--- src/rtl/memory_responder_pkg.sv ---
// memory_responder_pkg: shared types for the memory responder.
package memory_responder_pkg;
  typedef logic [31:0] word_t;
  typedef enum logic [1:0] {IDLE, DACC, IACC, HIT} resp_state_t;
endpackage

--- src/rtl/memory_responder_watchdog.sv ---
// memory_responder_watchdog: counts wait cycles of a RAM access and flags expiry at TIMEOUT.
module memory_responder_watchdog #(
  parameter int unsigned TIMEOUT = 255
) (
  input  logic clk,
  input  logic rst,
  input  logic en_i,
  output logic expired_o
);
  logic [31:0] cnt_q, cnt_d;
  assign cnt_d = en_i ? cnt_q + 32'd1 : '0;
  assign expired_o = en_i && cnt_q == TIMEOUT - 1;
  always_ff @(posedge clk) begin
    if (rst) cnt_q <= '0;
    else cnt_q <= cnt_d;
  end
endmodule

--- src/rtl/memory_responder.sv ---
// memory_responder: serialises instruction/data requests onto one RAM port, data first.
// Optional ramready watchdog enabled by defining RESP_TIMEOUT_EN.
module memory_responder
  import memory_responder_pkg::*;
#(
  parameter int unsigned TIMEOUT = 255
) (
  input  logic  CLK,
  input  logic  RST,
  input  logic  iREN,
  input  logic  dREN,
  input  logic  dWEN,
  input  word_t iaddr,
  input  word_t daddr,
  input  word_t dstore,
  output logic  ihit,
  output logic  dhit,
  output word_t iload,
  output word_t dload,
  output logic  ramREN,
  output logic  ramWEN,
  output word_t ramaddr,
  output word_t ramstore,
  input  word_t ramload,
  input  logic  ramready,
  output logic  err
);
  resp_state_t state_q, state_d;
  word_t addr_q, addr_d, store_q, store_d, iload_q, iload_d, dload_q, dload_d, ld;
  logic wr_q, wr_d, isd_q, isd_d, err_q, err_d, acc, expired, dreq;
  assign acc = state_q == DACC || state_q == IACC;
  assign dreq = dREN | dWEN;
`ifdef RESP_TIMEOUT_EN
  memory_responder_watchdog #(.TIMEOUT(TIMEOUT)) u_wd (
    .clk(CLK), .rst(RST), .en_i(acc), .expired_o(expired)
  );
`else
  logic unused_timeout;
  assign unused_timeout = ^TIMEOUT;
  assign expired = 1'b0;
`endif
  always_comb begin
    state_d = state_q;
    addr_d  = addr_q;
    store_d = store_q;
    wr_d    = wr_q;
    isd_d   = isd_q;
    iload_d = iload_q;
    dload_d = dload_q;
    err_d   = err_q;
    ld      = ramready ? ramload : '0;
    if (state_q == IDLE) begin
      state_d = dreq ? DACC : iREN ? IACC : IDLE;
      isd_d   = dreq;
      wr_d    = dWEN;
      addr_d  = dreq ? daddr : iREN ? iaddr : addr_q;
      store_d = dreq ? dstore : store_q;
    end else if (acc && (ramready || expired)) begin
      state_d = HIT;
      dload_d = (isd_q && !wr_q) ? ld : dload_q;
      iload_d = isd_q ? iload_q : ld;
      err_d   = err_q | (expired & ~ramready);
    end else if (state_q == HIT) begin
      state_d = IDLE;
    end
  end
  always_ff @(posedge CLK) begin
    if (RST) begin
      state_q <= IDLE;
      addr_q  <= '0;
      store_q <= '0;
      wr_q    <= 1'b0;
      isd_q   <= 1'b0;
      iload_q <= '0;
      dload_q <= '0;
      err_q   <= 1'b0;
    end else begin
      state_q <= state_d;
      addr_q  <= addr_d;
      store_q <= store_d;
      wr_q    <= wr_d;
      isd_q   <= isd_d;
      iload_q <= iload_d;
      dload_q <= dload_d;
      err_q   <= err_d;
    end
  end
  assign ramREN   = state_q == IACC || (state_q == DACC && !wr_q);
  assign ramWEN   = state_q == DACC && wr_q;
  assign ramaddr  = addr_q;
  assign ramstore = store_q;
  assign ihit     = state_q == HIT && !isd_q;
  assign dhit     = state_q == HIT && isd_q;
  assign iload    = iload_q;
  assign dload    = dload_q;
  assign err      = err_q;
endmodule

--- config.mk ---
export PLATFORM = sky130hd
export DESIGN_NAME = memory_responder
export DESIGN_NICKNAME = d
export VERILOG_FILES = /design/src/rtl/memory_responder_pkg.sv /design/src/rtl/memory_responder_watchdog.sv /design/src/rtl/memory_responder.sv
export SDC_FILE = /design/constraint.sdc
export NUM_CORES = 1
export LEC_CHECK = 0
export BUFFER_PORTS_ARGS = -buffer_cell sky130_fd_sc_hd__buf_2
export CAP_MARGIN = 20
export CORE_MARGIN = 4
export CORE_UTILIZATION = 30
export DETAILED_ROUTE_END_ITERATION = 10
export GPL_TIMING_DRIVEN = 0
export REMOVE_ABC_BUFFERS = 1
export SLEW_MARGIN = 10
export SYNTH_ARGS = -nofsm -noshare
export SYNTH_HDL_FRONTEND = slang
export SYNTH_HIERARCHICAL = 1
export SYNTH_SLANG_ARGS = --single-unit
--- constraint.sdc ---
create_clock -name CLK -period 1.78 [get_ports CLK]
set_clock_uncertainty 0.15 [all_clocks]
set_input_delay 0.089 -clock CLK [delete_from_list [all_inputs] [get_ports CLK]]
set_output_delay 0.089 -clock CLK [all_outputs]
set_load 0.05 [all_outputs]
# [Yosys cells after proc, flatten, opt, wreduce, memory -nomap -nowiden]
# Index checks and enable logic that the tools add are counted.
[op_classes] addsub=0 mul=0 n_div=0 n_lt_le_gt_ge=0 eq_ne=3 shifts=0 muxes=8 n_bitwise=3 n_reduce_logical=17
[op_table] cell="$mux 32" n=3
[op_table] cell="$mux 2" n=5
[op_table] cell="$logic_and 1x1->1" n=6
[op_table] cell="$reduce_and 3->1" n=2
[op_table] cell="$eq 2x2->1 const B" n=2
[op_table] cell="$reduce_and 2->1" n=2
[op_table] cell="$reduce_bool 3->1" n=1
[op_table] cell="$eq 2x1->1 const B" n=1
[op_table] cell="$logic_not 1->1" n=2
[op_table] cell="$logic_not 2->1" n=1
[op_table] cell="$logic_or 1x1->1" n=2
[op_table] cell="$not 1->1" n=2
[op_table] cell="$reduce_bool 2->1" n=1
[op_table] cell="$or 1x1->1" n=1
[word_totals] register_bits=132 latchBits=0 mem_bits_rw=0 rom_bits=0 input_bits=134 wordCells=38 memories=0

# [Longest topological paths before layout]
[logic_depth] word_depth=5 depth_mapped=8 ltp_nobuf=5

# [Worst setup path before layout]
# Ideal clock, no wire load.
[synth_path] kind="register to register" from="register state_q[0]" to="register iload_q[1], in the netlist iload[1]" setup_time_ns=0.071 t_arrival_ns=1.509 required_ns=1.559 path_slack_ns=0.050 stages_incl_launch_ff=8 n_path_buf=2 period_less_slack_ns=1.730 cell_sequence="dfxtp_1 -> inv_1 -> ha_1 -> nor4bb_1 -> buf_2 -> buf_6 -> nand3_1 -> a21oi_1"
[synth_via] elab_chain_cells=4 elab_cells_between_ends=7 cone_classes="eq/ne (2); bitwise (1); reduce/logical (4)"
[synth_lines] item="start, declared" line_no="memory_responder.sv:28" rtl="resp_state_t state_q, state_d;"
[synth_lines] item="start signal, assigned" line_no="memory_responder.sv:78" rtl="state_q <= state_d;"
[synth_lines] item="$eq 2x1->1 / $eq 2x2->1 (equally long branches)" line_no="memory_responder.sv:31" rtl="assign acc = state_q == DACC || state_q == IACC;"
[synth_lines] item="$logic_or 1x1->1" line_no="memory_responder.sv:31"
[synth_lines] item="$logic_and 1x1->1" line_no="memory_responder.sv:58" rtl="end else if (acc && (ramready || expired)) begin"
[synth_lines] item="$reduce_and 3->1 (no line) *"
[synth_lines] item="end signal, assigned" line_no="memory_responder.sv:83" rtl="iload_q <= iload_d;"
[synth_lines] item="end, declared" line_no="memory_responder.sv:29" rtl="word_t addr_q, addr_d, store_q, store_d, iload_q, iload_d, dload_q, dload_d, ld;"
# Mark *: on every way between the ends. The rest lies on a longest branch, timed or not.
# A chain may end at the register's enable or synchronous reset.

# [Worst setup path in the final report]
[layout_path] from="register state_q[1]" to="register iload_q[21], in the netlist iload[21]"
# Same word-level chain as after synthesis.

==> impl_metrics.sql <==
INSERT INTO impl_metrics (metric_group, metric, value, unit) VALUES
('placement', 'post-dp-hpwl', '12600', 'um'),
('sta', 'setup_repair_after_global_routing_missed_its_margin', 'true', ''),
('worst_setup_path', 'ff2ff_setup_slack', '0.02', 'ns'),
('power', 'p_switching', '3.22', 'mW'),
('floorplan', 'number_of_top_level_design_ports', '267', ''),
('sta', 'tightestPinTransition', '0.774', 'ns'),
('power', 'irDropWorstVdd', '0.000601', 'V'),
('sta', 'setup_violations', '0', ''),
('synth', 'synth_warnings', '6', ''),
('layout', 'most-common-layout-cells', 'buf_2 (260), nand2_1 (161), dlygate4sd3_1 (130)', ''),
('grt', 'grt_antenna_before_repair', '0', ''),
('placement', 'dp_cells', '1120', ''),
('sta', 'worst_slew_margin_rel', '48.4', '%'),
('power', 'p_seq_share', '34.9', '%'),
('grt', 'global_route_wire_length_before_repair', '34800', 'um'),
('clock_tree', 'cts_made_buffers', '17', ''),
('grt', 'largest_net_degree_at_the_start_of_global_routing', '98', ''),
('synth', 'syn_avg_cell_area', '8.43', 'um^2'),
('sta', 'final-max-slew-violation-count', '0', ''),
('worst_setup_path', 'crit_family', 'buffers and inverters', ''),
('synth', 'synth_largest_area_cell', 'dfxtp_1', ''),
('drt', 'remaining_drc_errors', '0', ''),
('power', 'combPwrFrac', '27.3', '%'),
('synth', 'post-synth-top-area-fraction', '45.9', '%'),
('layout', 'layout.cells.non_filler', '1311', ''),
('layout', 'layout_commonest_cell', 'buf_2', ''),
('grt', 'grt_pass1_vias', '6589', ''),
('clock_tree', 'ctsLongestPathBuffers', '2', ''),
('worst_setup_path', 'criticalPathCategory', 'reg2reg', ''),
('floorplan', 'rows', '50', ''),
('worst_setup_path', 'crit_path_max_fanout', '7', ''),
('synth', 'register_bit_count_reported_by_yosys', '132', ''),
('sta', 'period_minus_slack', '1.76', 'ns'),
('worst_setup_path', 'critical_path.cell_chain', 'inv_2, ha_4, nor4bb_4, buf_6, buf_12, nand3_2, a21oi_2', ''),
('floorplan', 'floorplan.die.height', '147', 'um'),
('layout', 'final_layout_size_suffix_gt1_share', '39.4', '%'),
('worst_setup_path', 'critical_path_arrival', '1.95', 'ns'),
('drt', 'vias', '6474', ''),
('power', 'power_per_standard_cell_area', '951', 'nW/um^2'),
('synth', 'post_synth_inst_count', '683', ''),
('drt', 'drt_pass1_iterations', '5', ''),
('drt', 'dr_vias_cell', '4.94', ''),
('worst_hold_path', 'hold_path.class', 'in2reg', ''),
('worst_setup_path', 'cp_slowest_cell', 'dfxtp_2', ''),
('clock_tree', 'cts_tree', 'built', ''),
('sta', 'timing.final.crit_share', '98.8', '%'),
('sta', 'maxClockFrequency', '569', 'MHz'),
('run_status', 'run_status', 'finished clean', ''),
('flow_run', 'max_cap_violations', '0', ''),
('power', 'power.static_leakage', '4.32', 'nW'),
('worst_setup_path', 'critical_path.startpoint_type', 'register', ''),
('power', 'power.internal', '6.19', 'mW'),
('floorplan', 'core', '18800', 'um^2'),
('clock_tree', 'cts_htree_levels', '4', ''),
('layout', 'finish.instance_area', '9900', 'um^2'),
('drt', 'antenna_violating_nets_post_route', '0', ''),
('power', 'clock_power_share', '37.8', '%'),
('layout', 'n_fill_cell', '1691', ''),
('power', 'power.switching_fraction', '34.2', '%'),
('sta', 'worst_hold_slack', '0.248', 'ns'),
('clock_tree', 'worst_skew_pair.late_latency', '0.40', 'ns'),
('grt', 'global_route.usage.total', '19.9', '%'),
('layout', 'syn_to_final_growth', '71.8', '%'),
('sta', 'hold_viol', '0', ''),
('worst_setup_path', 'critical_path.n_buffers_inverters', '3', ''),
('drt', 'detail_route.wirelength', '22100', 'um'),
('synth', 'syn_area', '5760', 'um^2'),
('drt', 'detail_route.iter0.violations', '247', ''),
('layout', 'final_net_count', '1202', ''),
('clock_tree', 'cts.root.buffer_cell', 'clkbuf_16', ''),
('placement', 'globalplace.congestion', '0.728', '');
## worst reg2reg max path: cells and delay by family, from the launching register on
family          cells  cell delay (ns)
simple gates        2             0.34
fa+ha+maj           1             0.29
compound gates      1             0.17
flops               1             0.34
buf+inv             3             0.40
## routing by layer
metal / up-vias / track usage, % / routed length (um) / share of wire, %
met3: 32 / 6.02 / 1680 / 7.6
met4: 0 / 7.10 / 534 / 2.4
met2: 272 / 33.6 / 10800 / 49
met5: - / 0 / 0 / 0
met1: 3022 / 24.1 / 9160 / 41
li1: 3148 / - / - / -
## cells by family after synthesis
| logic type | share of synthesized area (%) |
|---|---|
| buf+inv | 7.06 |
| flops | 45.9 |
| compound gates | 25.4 |
| mux | 0.174 |
| simple gates | 20.5 |
| other cells | 0.0651 |
| fa+ha+maj | 0.869 |
## cell usage after synthesis
master	count
nand4b_4	1
a21o_1	3
nand2b_1	3
mux2i_1	1
o31a_1	1
ha_1	4
nand4bb_1	1
nor2_2	1
buf_2	19
o41ai_1	32
a311oi_2	32
buf_6	10
nor4bb_1	1
buf_1	5
o21a_1	1
dfxtp_1	132
o21ai_2	1
a21oi_1	67
nor2b_1	33
clkbuf_1	31
nand2_1	161
o21ai_0	64
and2_1	2
nand3_1	33
buf_4	7
inv_1	3
conb_1	1
nor2_1	33
## through the flow
step / setup slack [ns] / util (%) / TNS (ns) / total power [mW]
detailed placement: -0.732 / 38.6 / -72.61 / 5.43
finish: 0.0222 / 52.7 / 0 / 9.41
global placement: -5.13 / 37.2 / -309.36 / 5.31
global route: -0.0624 / 52.7 / -0.587 / 9.82
floorplan: -1.94 / - / -110.68 / 4.64
CTS: -0.00665 / 50.6 / -0.0119 / 9.45
## timing repair
item | CTS | global route
resized for setup | 16 | 79
cloned | 4 | 3
buffers inserted | 21 | 3
endpoints found under the setup margin | 130 | 67
hold endpoints to repair | 130 | 0
pin swaps | 3 | 28
hold buffers | 130 | 0
## cell type report
type                            instances  area, um^2  area share (%)
Tap cell                              234         293            2.96
Clock inverter                         15         169            1.71
Inverter                                3        11.3           0.114
Sequential cell                       132        2650            26.8
Timing Repair Buffer                  431        3210            32.4
Clock buffer                           17         425            4.30
Multi-Input combinational cell        479        3140            31.7
## worst paths after layout
check	start	to	cells past startpoint
worst max-delay path	state_q[1]	iload[21]	7
worst min register to register	ramstore[8]	ramstore[8]	2
worst min-delay path	ramready	iload[24]	3
worst max register to register	state_q[1]	iload[21]	7
## flip-flops by register name, summed over array words and instances, names as in the netlist
signal    cells
state_q       2
dload        32
wr_q          1
ramstore     32
ramaddr      32
isd_q         1
iload        32
## power groups by stage
stage	sequential [mW]	combinational, mW	clock [mW]
floorplan	4.03	0.617	0
global placement	3.36	1.94	0
detailed placement	3.35	2.08	0
CTS	3.29	2.51	3.65
global route	3.31	2.73	3.78
finish	3.28	2.57	3.55
Power figures use the tool's default switching activity.
